## config.mk

```make
export PLATFORM = sky130hd
export DESIGN_NAME = run_sequencer
export DESIGN_NICKNAME = d
export VERILOG_FILES = /design/src/rtl/run_sequencer.sv
export SDC_FILE = /design/constraint.sdc
export NUM_CORES = 1
export LEC_CHECK = 0
export CAP_MARGIN = 0
export CORE_MARGIN = 10
export CORE_UTILIZATION = 44
export DETAILED_ROUTE_END_ITERATION = 10
export GPL_ROUTABILITY_DRIVEN = 1
export GPL_TIMING_DRIVEN = 0
export PLACE_DENSITY = 0.74
export SETUP_SLACK_MARGIN = 0.15
export SYNTH_ARGS = -nofsm -noshare
export SYNTH_HDL_FRONTEND = slang
export SYNTH_SLANG_ARGS = --single-unit
export TNS_END_PERCENT = 30
```

## constraint.sdc

```tcl
create_clock -name Clk -period 1.8 [get_ports Clk]
set_input_delay 0.18 -clock Clk [delete_from_list [all_inputs] [get_ports Clk]]
set_output_delay 0.18 -clock Clk [all_outputs]
set_load 0.005 [all_outputs]
```

## src/rtl/run_sequencer.sv

```systemverilog
// Job sequencer in front of the processor core: preloads operand bytes into data
// memory, launches the program via Start/Ack, bounds the run, then drains results.
module run_sequencer #(
    parameter logic [7:0]  LOAD_BASE = 8'd128,
    parameter int          LOAD_LEN  = 8,
    parameter logic [7:0]  RES_BASE  = 8'd5,
    parameter int          RES_LEN   = 4,
    parameter logic [15:0] TIMEOUT   = 16'hFFFF
) (
    input  logic        Clk,
    input  logic        Reset,
    input  logic        Go,
    input  logic        InValid,
    input  logic [7:0]  InData,
    output logic        InReady,
    output logic        MemSel,
    output logic        MemWrEn,
    output logic [7:0]  MemAddr,
    output logic [7:0]  MemWrData,
    input  logic [7:0]  MemRdData,
    output logic        Start,
    input  logic        Ack,
    output logic        OutValid,
    output logic [7:0]  OutData,
    input  logic        OutReady,
    output logic        Busy,
    output logic        Done,
    output logic        Error,
    output logic [15:0] RunCycles
);

    typedef enum logic [2:0] {
        S_IDLE, S_LOAD, S_LAUNCH, S_RUN, S_DRAIN, S_DONE
    } state_t;

    localparam logic [7:0] LOAD_LAST  = 8'(LOAD_LEN - 1);
    localparam logic [7:0] RES_LAST   = 8'(RES_LEN - 1);
    localparam bit         LOAD_EMPTY = (LOAD_LEN == 0);

    state_t      state_q, state_d;
    logic [7:0]  idx_q, idx_d;
    logic [15:0] cnt_q, cnt_d;
    logic        error_q, error_d;
    logic [15:0] run_cycles_q, run_cycles_d;
    logic        start_q, mem_sel_q, busy_q, done_q;

    always_comb begin
        state_d      = state_q;
        idx_d        = idx_q;
        cnt_d        = cnt_q;
        error_d      = error_q;
        run_cycles_d = run_cycles_q;
        InReady      = 1'b0;
        MemWrEn      = 1'b0;
        MemAddr      = LOAD_BASE + idx_q;
        MemWrData    = 8'h00;
        OutValid     = 1'b0;
        OutData      = 8'h00;
        case (state_q)
            S_IDLE: begin
                if (Go) begin
                    idx_d   = 8'h00;
                    cnt_d   = 16'h0000;
                    error_d = 1'b0;
                    state_d = LOAD_EMPTY ? S_LAUNCH : S_LOAD;
                end
            end
            S_LOAD: begin
                InReady   = 1'b1;
                MemWrData = InData;
                // Suppress the write on a reset edge so an aborted load leaves DM untouched.
                MemWrEn   = InValid & ~Reset;
                if (InValid) begin
                    idx_d = idx_q + 8'd1;
                    if (idx_q == LOAD_LAST) state_d = S_LAUNCH;
                end
            end
            S_LAUNCH: begin
                idx_d   = 8'h00;
                cnt_d   = 16'h0000;
                state_d = S_RUN;
            end
            S_RUN: begin
                if (cnt_q != TIMEOUT) cnt_d = cnt_q + 16'd1;
                // cnt_q==0 marks the first RUN cycle, where a stale Ack may still be high.
                if (Ack && cnt_q != 16'h0000) begin
                    run_cycles_d = cnt_q;
                    state_d      = S_DRAIN;
                end else if (cnt_q == TIMEOUT) begin
                    run_cycles_d = cnt_q;
                    error_d      = 1'b1;
                    state_d      = S_DONE;
                end
            end
            S_DRAIN: begin
                MemAddr  = RES_BASE + idx_q;
                OutValid = 1'b1;
                OutData  = MemRdData;
                if (OutReady) begin
                    idx_d = idx_q + 8'd1;
                    if (idx_q == RES_LAST) state_d = S_DONE;
                end
            end
            S_DONE: begin
                idx_d   = 8'h00;
                state_d = S_IDLE;
            end
            default: state_d = S_IDLE;
        endcase
    end

    always_ff @(posedge Clk) begin
        if (Reset) begin
            state_q      <= S_IDLE;
            idx_q        <= 8'h00;
            cnt_q        <= 16'h0000;
            error_q      <= 1'b0;
            run_cycles_q <= 16'h0000;
            start_q      <= 1'b1;
            mem_sel_q    <= 1'b1;
            busy_q       <= 1'b0;
            done_q       <= 1'b0;
        end else begin
            state_q      <= state_d;
            idx_q        <= idx_d;
            cnt_q        <= cnt_d;
            error_q      <= error_d;
            run_cycles_q <= run_cycles_d;
            start_q      <= (state_d != S_RUN);
            mem_sel_q    <= !(state_d == S_LAUNCH || state_d == S_RUN);
            busy_q       <= (state_d != S_IDLE);
            done_q       <= (state_d == S_DONE);
        end
    end

    assign Start     = start_q;
    assign MemSel    = mem_sel_q;
    assign Busy      = busy_q;
    assign Done      = done_q;
    assign Error     = error_q;
    assign RunCycles = run_cycles_q;

endmodule

```

Word level (Yosys, flattened, before mapping)
Index checks and enable logic that the tools add are counted.

Register bits: 48. Word-level logic and storage cells: 76.

Eq/ne operators: 19. Reduce and logical (&&, ||, !) cells: 15. Bitwise logic cells: 2. Mux-type cells: 27. $add $sub $neg: 4.

Operators by type and width (count): 16-bit 2-to-1 mux (4); 8-bit 2-to-1 mux (6); 16-bit one-hot mux with 3 select lines (1); 8-bit one-hot mux with 4 select lines (1); 3-bit 2-to-1 mux (7); 16-bit by 1-bit adder with 16-bit output, second input constant (1); 16-bit equality test, second input constant (1); 16-bit != test, second input constant (1); 16-bit nonzero test (1); 3-bit one-hot mux with 5 select lines (1); 3-bit by 2-bit equality test with 1-bit output, second input constant (4); 2-bit != test, second input constant (6); 3-bit equality test, second input constant (3); 3-bit by 8-bit adder with 8-bit output, first input constant (1); 8-bit by 1-bit adder with 8-bit output, second input constant (1); 8-bit adder, first input constant (1); 8-bit by 2-bit equality test with 1-bit output, second input constant (1); 8-bit by 3-bit equality test with 1-bit output, second input constant (1); 4-bit AND reduction (2); 1-bit 2-to-1 mux (6); 3-bit nonzero test (2); 2-bit nonzero test (2); 4-bit nonzero test (1); 3-bit by 1-bit equality test with 1-bit output, second input constant (1); 11 further kinds (11).

Logic depth before layout (Yosys ltp)
Gate-level depths: netlist of run 1.

Depth in word-level cells: 7. Depth in mapped cells: 8. Mapped depth without buffers: 7.

Worst setup path before layout of run 1
Ideal clock, no wire load.

Kind: reg2reg. From: register idx_q[3]. To: register mem_sel_q (netlist: MemSel). Arrival time: 1.804 ns. Clock period less this slack: 1.931 ns. Data required time: 1.673 ns. Slack: -0.131 ns. Stages on the path, launching flop included: 7. Path through: dfxtp_1 > buf_6 > or4_4 > or3_4 > o21ai_2 > a21oi_1 > or3_1.

Word-level cells in the longest chain between the ends: 7. Elaborated cells on any way between the ends: 11.

RTL lines: start: declaration (line 41) `logic [7:0] idx_q, idx_d;`; start signal: assignment (line 125) `idx_q <= idx_d;`; 8-bit by 2-bit equality test with 1-bit output or 8-bit by 3-bit equality test with 1-bit output (tied branches) (line 101, 75); 3-bit 2-to-1 mux, on equally long branches (line 101, 75); 3-bit 2-to-1 mux, on equally long branches (line 99, 73); 3-bit one-hot mux with 5 select lines * (line 59) `case (state_q)`; 3-bit by 2-bit equality test with 1-bit output (line 130) `mem_sel_q <= !(state_d == S_LAUNCH || state_d == S_RUN);`; 1-bit logical OR * (line 130); 1-bit zero test * (line 130); end signal: assignment (line 130); end: declaration (line 45) `logic start_q, mem_sel_q, busy_q, done_q;`.

Every way passes the cells marked *; elsewhere a longest branch is shown, timed or not. A chain may end at the register's enable or synchronous reset.

Final worst setup path of run 1
From: register state_q[2]. To: output port MemAddr[5].

Word-level cells in the longest chain between the ends: 2.

RTL lines: start: declaration (line 40) `state_t state_q, state_d;`; start signal: assignment (line 124) `state_q <= state_d;`; 3-bit equality test (line 59); 8-bit 2-to-1 mux (line 59); end: declaration (line 18) `output logic [7:0] MemAddr,`.

Every way passes these cells.

==> reports/qor.txt, run 1 <==
Synth Register Bits -> 48
Synth Flop Type -> dfxtp_1
Core area -> 0.00585 sq mm
Mapped Cells -> 307
Vias/cell -> 5.35
Synth top area cells -> dfxtp_1, mux2i_1, nor2_1
Outcome -> finished, violations left
Fin. Hold Viols -> 0
Mapped cell area -> 0.00263 sq mm
Cell Rows -> 28
All-Layer GR Usage -> 14.7%
Clock sinks -> 48
Routability congestion estimate -> 0.888
Vias after detailed routing -> 2586
Crit path DAT -> 1.91 ns
Number of port buffers -> 69
Gr ovfl total -> 0
Failing checks -> setup timing
Initial core utilization -> 45.0%
Routed WL per cell -> 16.4 um
Clock Pin Slew Worst Setup and Hold Paths -> 0.09 ns
PD cells -> 518 mW/mm^2
Crit-path cells -> or3b_4 -> buf_6 -> nor3_2 -> xor2_1 -> clkdlybuf4s15_2
CP required -> 1.62 ns
Area added between synthesis and finish -> 50.6%
Die Span X -> 97.3 um
H-tree Lvls -> 2
Final antenna-violating net count -> 0
Slew Limit Fails -> 0
Worst setup startpoint -> state_q[2]$_SDFF_PP0_
Post-layout net count -> 432
WL final -> 7.90 mm
Worst-case clock buffer depth -> 2
Final setup fails -> 46
Syn Area/Cell -> 8.57 sq um
Peak VDD IR -> 0.372 mV
Initial antenna violation count -> 0
Clock Skew -> 0.0122 ns
CTS tree -> yes
Antenna cell count -> 0
Hold Crit Start -> Error$_SDFFE_PP0P_
DRC -> 0
DRT Pass-1 Iters -> 4
Register area share after synthesis -> 36.5%
YS warnings -> 0
Total chip power -> 2.05 mW
Worst reg-to-reg setup slack -> -0.20 ns
Die area -> 0.00947 sq mm
Post-detail-place hpwl -> 5.15 mm
Max incr delay on CP -> 0.41 ns
Worst-path fanout max -> 8
CTS Buf Count -> 5
Worst Setup End Kind -> primary output
Reg2reg start -> state_q[1]$_SDFF_PP0_
Post-synth ARST share -> 0%
Worst setup margin -> -0.291 ns
WS Path Type -> reg -> out
Max-cap violations -> 0
Total nets after synthesis -> 332
First-pass GRT wire length -> 12.0 mm
Synth top area share -> 36.5%
Core Util, Final -> 67.7%
Largest net degree at the start of global routing -> 16
Setup TNS Final -> -4.69 ns
List of most frequent post-synthesis cells -> dfxtp_1, nor2_1, and2_1
Cell taking the most area after synthesis -> dfxtp_1
Least-Margin Pin Slew -> 0.771 ns
Vias in the first global route -> 2344
I/O pins -> 70
Fmax achieved -> 0.478 GHz
Leak -> 1.54 nW
Tcrit/Tclk final -> 116%
Post-synth EDFFs -> 0
Most common cell in the netlist -> dfxtp_1
Worst-skew pair later-pin latency -> 0.31 ns
Worst hold path type -> reg -> reg
Die Height -> 97.3 um
CP Launch Type -> flop
Relative slew slack -> 48.6%
CP max-delay cell -> dfxtp_2
Final min period -> 2.09 ns
RSZ-0062 raised after global routing -> true
Root Driver -> clkbuf_8
Iter 0 DRT Violations -> 180
Yosys cell types -> 52
Share of cells above drive strength 1 -> 29.4%
## path summary, 6_finish.rpt
path / to / cells after the start
worst min register to register: Error$_SDFFE_PP0P_ / 2
worst max-delay path: MemAddr[5] / 5
worst max register to register: cnt_q[15]$_SDFFE_PP0P_ / 9
worst min-delay path: Error$_SDFFE_PP0P_ / 2
## repair_timing
item                                    CTS  global route
gates resized for setup                 117            43
gates cloned                              1             0
endpoints found under the hold margin     0             0
setup buffers                            13            10
hold buffers                              0             0
endpoints found under the setup margin   74            74
pin swaps                                13            12
## where the power goes
part	internal (mW)	switching, mW
Clock	0.315	0.384
Combinational	0.147	0.128
Sequential	1.07	0.0118
Total	1.53	0.524
## per-stage QoR
stage                     hold WS, ns  std cells  worst slack [ns]  area [sq um]
final                           0.496        483            -0.291          3960
after global routing            0.522        483            -0.388          3960
after CTS                       0.501        473            -0.253          3700
after detailed placement        0.482        451            -0.436          3420
after global placement          0.475        451            -0.409          3420
after floorplan                 0.282        307           -0.0784          2640
## state kept, by name, indices dropped and copies added (netlist names)
name,flops
RunCycles,16
cnt_q,16
idx_q,8
state_q,3
Busy,1
Done,1
Error,1
MemSel,1
Start,1
## logic make-up after synthesis
family	Yosys count	share of synthesized area, %
and+or+nand+nor	134	27.3
muxes	20	7.71
buffers and inverters	35	6.47
xor gates and xnor gates	19	6.33
adders and majority gates	3	1.43
DFF	48	36.5
AOI/OAI and AO/OA	48	14.3
## routing by layer
metal	track usage (%)	up-vias	share of wire, %
li1	-	1268	-
met1	19.1	1216	44
met2	23.0	96	48
met3	3.84	6	6.7
met4	4.47	0	0.47
met5	0	-	0
## critical path: cells and delay by family (launching register included)
kind	cells	cell delay, ns
DFF	1	0.41
buffers and inverters	2	0.37
and+or+nand+nor	2	0.64
xor gates and xnor gates	1	0.18
## final cells by class
class                   instances  area (sq um)
fillers                       473          1890
multi-input cells             225          1720
flip-flops and latches         48           980
repair buffers                 92           826
plain buffers                  23           199
well taps                      75          93.8
clock buffers                   6          82.6
inverters                      12          47.5
clock inverters                 2          13.8
## cell usage in the layout, fill, tap and decap left out, types with 4 or more instances in the layout
cell type and instances:
a31oi_1 4, a21oi_1 8, buf_6 7, clkbuf_8 6
dfxtp_2 6, buf_2 17, clkdlybuf4s50_1 46, nand3_1 9
nand2_1 14, clkbuf_2 5, buf_4 23, xnor2_1 13
nand4_1 4, nor3_1 5, inv_1 11, a2111oi_4 4
mux2i_1 18, dlymetal6s2s_1 6, o21ai_0 7, clkbuf_1 4
a311oi_1 6, and2_1 19, nor2_1 43, xor2_1 5
dfxtp_1 39
(Power assumes the default switching activity.)
==> inputs of run 2 (changes only) <==
Settings changed: GPL_TIMING_DRIVEN 0 to default, SKIP_LAST_GASP from default to 1.
==> reports/qor.txt, run 2 (same netlist as run 1, synthesis figures left out) <==
Outcome -> finished, violations left
Failing checks -> setup timing
Leak -> 1.68 nW
Root Driver -> clkbuf_8
CTS Buf Count -> 5
Clock Pin Slew Worst Setup and Hold Paths -> 0.10 ns
Cell Rows -> 28
Post-detail-place hpwl -> 5.56 mm
Clock sinks -> 48
Total chip power -> 2.24 mW
Vias/cell -> 5.51
Share of cells above drive strength 1 -> 34.6%
Global-route met3 utilization -> 3.98%
Worst-case clock buffer depth -> 2
Peak VDD IR -> 0.336 mV
Post-layout net count -> 455
Reg2reg end -> RunCycles[5]$_SDFFE_PP0P_
Max-cap violations -> 0
GR Util met2 -> 24.6%
Vias after detailed routing -> 2788
Routability congestion estimate -> 0.876
Initial core utilization -> 45.0%
Crit path DAT -> 2.10 ns
Hold Crit Start -> RunCycles[12]$_SDFFE_PP0P_
Hold bufs inserted after CTS -> 0
Tcrit/Tclk final -> 106%
Reg2reg path depth -> 8
Number of port buffers -> 69
WS Path Type -> reg -> reg
Most common cell after layout, fill and taps aside -> buf_4
Worst hold path type -> reg -> reg
Least-Margin Pin Slew -> 0.474 ns
Final antenna-violating net count -> 0
CP Launch Type -> flop
I/O pins -> 70
Final Instance Area -> 0.00427 sq mm
Vias in the first global route -> 2518
CTS tree -> yes
Worst setup margin -> -0.111 ns
Relative slew slack -> 67.6%
Worst-path fanout max -> 8
WL final -> 8.73 mm
Iter 0 DRT Violations -> 234
Final setup fails -> 40
Placed cell areas -> 0.00373 sq mm
Core area -> 0.00585 sq mm
First-pass GRT wire length -> 12.5 mm
Reg2reg start -> state_q[0]$_SDFF_PP0_
Hold worst-path end -> RunCycles[12]$_SDFFE_PP0P_
Fin. Hold Viols -> 0
Antenna cell count -> 0
Hold path depth -> 2
PD cells -> 523 mW/mm^2
Die area -> 0.00947 sq mm
Core Util, Final -> 73.1%
Slew Limit Fails -> 0
CP required -> 1.99 ns
RSZ-0062 raised after global routing -> true
All-Layer GR Usage -> 15.2%
DRC -> 0
DRT Pass-1 Iters -> 4
Routed WL per cell -> 17.3 um
Area added between synthesis and finish -> 62.5%
Commonest non-fill, non-tap cells in the layout -> buf_4, nor2_1, dfxtp_1, clkdlybuf4s50_1, and2_1
Most used routing layer -> met2
H-tree Lvls -> 2
Largest net degree at the start of global routing -> 33
Met1 Resource Use GR -> 19.2%
Worst-skew pair later-pin latency -> 0.30 ns
Final min period -> 1.91 ns
Worst Setup End Kind -> flop
Gr ovfl total -> 0
Fmax achieved -> 0.523 GHz
Clock Skew -> 0.0171 ns
Worst reg-to-reg setup slack -> -0.11 ns
Fillers -> 416
Die Span X -> 97.3 um
Initial antenna violation count -> 0
Die Height -> 97.3 um
-- run 2: per-layer routing --
metal	routed length (um)	share of wire, %
met1	3670	42
met2	4390	50
met3	533	6.1
met4	133	1.5
met5	0	0
-- run 2: worst max-delay path, stage by stage, from the launching register on --
cell       delay, ns
dfxtp_4         0.37
buf_6           0.09
nand4b_1        0.16
nor4_4          0.37
buf_4           0.19
o2bb2ai_4       0.15
clkbuf_16       0.21
mux2i_1         0.20
nor2_1          0.05
-- run 2: where the power goes --
group	switching, mW	total, mW	internal (mW)
combinational	0.145	0.332	0.187
clock	0.378	0.833	0.455
sequential	0.00488	1.07	1.07
-- run 2: through the flow --
| step | hold WS, ns | setup WS, ns | TNS [ns] | std cells |
|---|---|---|---|---|
| after floorplan | 0.282 | -0.0784 | -0.815 | 307 |
| after global placement | 0.474 | -0.139 | -1.53 | 483 |
| after detailed placement | 0.484 | -0.164 | -2.03 | 483 |
| after CTS | 0.501 | -0.0733 | -0.481 | 493 |
| after global routing | 0.530 | -0.186 | -5.15 | 506 |
| final | 0.506 | -0.111 | -1.94 | 506 |
-- run 2: what timing repair did --
item	in CTS	in global routing
endpoints found under the setup margin	67	74
gates cloned	0	1
resized for setup	85	56
pin swaps	7	20
setup buffers	2	12
-- run 2: how the worst max path moves through the flow --
stage	start	to	depth (start not counted)
6_report	state_q[0]$_SDFF_PP0_	RunCycles[5]$_SDFFE_PP0P_	8
3_5_place_dp	state_q[2]$_SDFF_PP0_	MemAddr[6]	6
2_1_floorplan	idx_q[3]$_SDFFE_PP0P_	MemSel$_SDFF_PP1_	6
3_3_place_gp	state_q[1]$_SDFF_PP0_	MemAddr[6]	6
5_1_grt	state_q[0]$_SDFF_PP0_	cnt_q[8]$_SDFFE_PP0P_	9
4_1_cts	state_q[2]$_SDFF_PP0_	MemAddr[6]	6
-- run 2: layout make-up --
class,instances,area (sq um),area share (%)
Clock buffer,6,82.6,1.93
Clock inverter,2,38.8,0.907
Inverter,12,52.6,1.23
Multi-Input combinational cell,224,1750,40.9
Sequential cell,48,976,22.8
Tap cell,75,93.8,2.20
Timing Repair Buffer,139,1280,30.0
==> inputs of run 3 (changes only) <==
Settings changed: ABC_CLOCK_PERIOD_IN_PS from default to 1800, CORE_MARGIN 10 to default.
==> reports/qor.txt, run 3 (same netlist as run 1, synthesis figures left out) <==
Multi-input gate area -> 0.00165 sq mm
Relative slew slack -> 66.0%
Setup TNS Final -> -0.835 ns
Peak VDD IR -> 0.434 mV
Worst-skew pair later-pin latency -> 0.30 ns
Routed WL per cell -> 14.6 um
Tcrit/Tclk final -> 105%
Crit-path cells -> or4_4 -> or3_4 -> o21ai_2 -> a21oi_1 -> or3_1
Crit path DAT -> 2.08 ns
Largest net degree at the start of global routing -> 33
Least-Margin Pin Slew -> 0.510 ns
Outcome -> finished, violations left
WS Path Type -> reg -> reg
Clock sinks -> 48
CP max-delay cell -> or4_4
Hold bufs inserted after CTS -> 0
CTS tree -> yes
I/O pins -> 70
Max-cap violations -> 0
Die area -> 0.00629 sq mm
DRT Pass-1 Iters -> 5
Initial antenna violation count -> 0
CP Launch Type -> flop
Routability congestion estimate -> 0.884
CP required -> 1.99 ns
Cell Rows -> 27
Delay-heaviest family, CP -> simple AND/OR/NAND/NOR gates
Vias after detailed routing -> 2712
Initial core utilization -> 46.6%
Failing checks -> setup timing
Most common cell after layout, fill and taps aside -> buf_4
WL final -> 7.29 mm
H-tree Lvls -> 2
Final min period -> 1.89 ns
Area added between synthesis and finish -> 54.4%
WP buf/inv -> 0
Final hold slack -> 0.500 ns
Reg area -> 966 sq um
Share of cells above drive strength 1 -> 32.1%
Number of port buffers -> 69
Root Driver -> clkbuf_8
Fmax achieved -> 0.530 GHz
Worst hold path type -> reg -> reg
Max incr delay on CP -> 0.56 ns
Clock Pin Slew Worst Setup and Hold Paths -> 0.09 ns
Post-layout net count -> 451
Worst setup margin -> -0.0857 ns
Leak -> 1.62 nW
RSZ-0062 raised after global routing -> true
Die Height -> 79.3 um
Non-Filler Instances -> 499
Iter 0 DRT Violations -> 240
Worst-path fanout max -> 2
Pre-CTS WS -> -0.176 ns
Post-detail-place hpwl -> 4.95 mm
CTS Buf Count -> 5
DRC -> 0
Core Util, Final -> 72.0%
PD cells -> 550 mW/mm^2
All-Layer GR Usage -> 23.8%
Final antenna-violating net count -> 0
Worst Setup End Kind -> flop
Fillers -> 428
Antenna cell count -> 0
Final setup fails -> 31
First-pass GRT wire length -> 11.7 mm
Die Span X -> 79.3 um
Fin. Hold Viols -> 0
Commonest non-fill, non-tap cells in the layout -> buf_4, dfxtp_1, nor2_1
Core area -> 0.00564 sq mm
Vias in the first global route -> 2494
Slew Limit Fails -> 0
Placed insts -> 472
Clock Skew -> 0.0109 ns
Worst-case clock buffer depth -> 2
Gr ovfl total -> 0
Vias/cell -> 5.43
-- run 3: cell types whose count changed in the layout (fill, tap and decap cells not counted), moves of 4 or more --
cell,before,now
buf_6,12,18
a21oi_1,6,10
clkdlybuf4s15_2,9,0
and2_4,0,7
and2_1,19,12
buf_2,6,13
-- run 3: power by group --
part	internal [mW]	total, mW	leakage (nW)	switching [mW]
Combinational	0.170	0.306	1.17	0.136
Clock	0.490	0.853	0.0645	0.363
Sequential	1.07	1.07	0.389	0.00394
-- run 3: timing repair --
action	in CTS	in global routing
pin swaps	15	8
setup endpoints to repair	65	74
cloned	1	0
gates resized for setup	133	15
buffers inserted	12	6
-- run 3: layout make-up --
type                       instances  share of cell area, %
sequential                        48                   23.8
timing repair buffer             135                   29.2
multi-input combinational        224                   40.6
clock inverter                     1                  0.740
tap                               72                   2.22
inverter                          12                   1.17
clock buffer                       7                   2.37
-- run 3: worst paths after layout --
path                               from                    endpoint  slack [ns]  cells after the start
min          RunCycles[14]$_SDFFE_PP0P_  RunCycles[14]$_SDFFE_PP0P_        0.50                      2
max               idx_q[3]$_SDFFE_PP0P_           MemSel$_SDFF_PP1_       -0.09                      5
max reg2reg       idx_q[3]$_SDFFE_PP0P_           MemSel$_SDFF_PP1_       -0.09                      5
min reg2reg  RunCycles[14]$_SDFFE_PP0P_  RunCycles[14]$_SDFFE_PP0P_        0.50                      2
-- run 3: per-layer routing --
metal | global-route usage (%) | wire (um) | share of wire, %
met2 | 40.4 | 3520 | 48
met5 | 0 | 0 | 0
met1 | 30.4 | 3260 | 45
met3 | 4.71 | 461 | 6.3
met4 | 6.73 | 55 | 0.75
-- run 3: metrics by stage --
| step | power (mW) | instance area, sq um |
|---|---|---|
| after floorplan | 1.21 | 2640 |
| after global routing | 2.31 | 4060 |
| final | 2.23 | 4060 |
| after global placement | 1.35 | 3660 |
| after CTS | 2.23 | 3960 |
| after detailed placement | 1.36 | 3660 |
-- run 3: worst min-delay path, stage by stage (launching register included) --
cell and delay [ns]:
dfxtp_1 0.34, mux2i_1 0.06, nor2_1 0.07
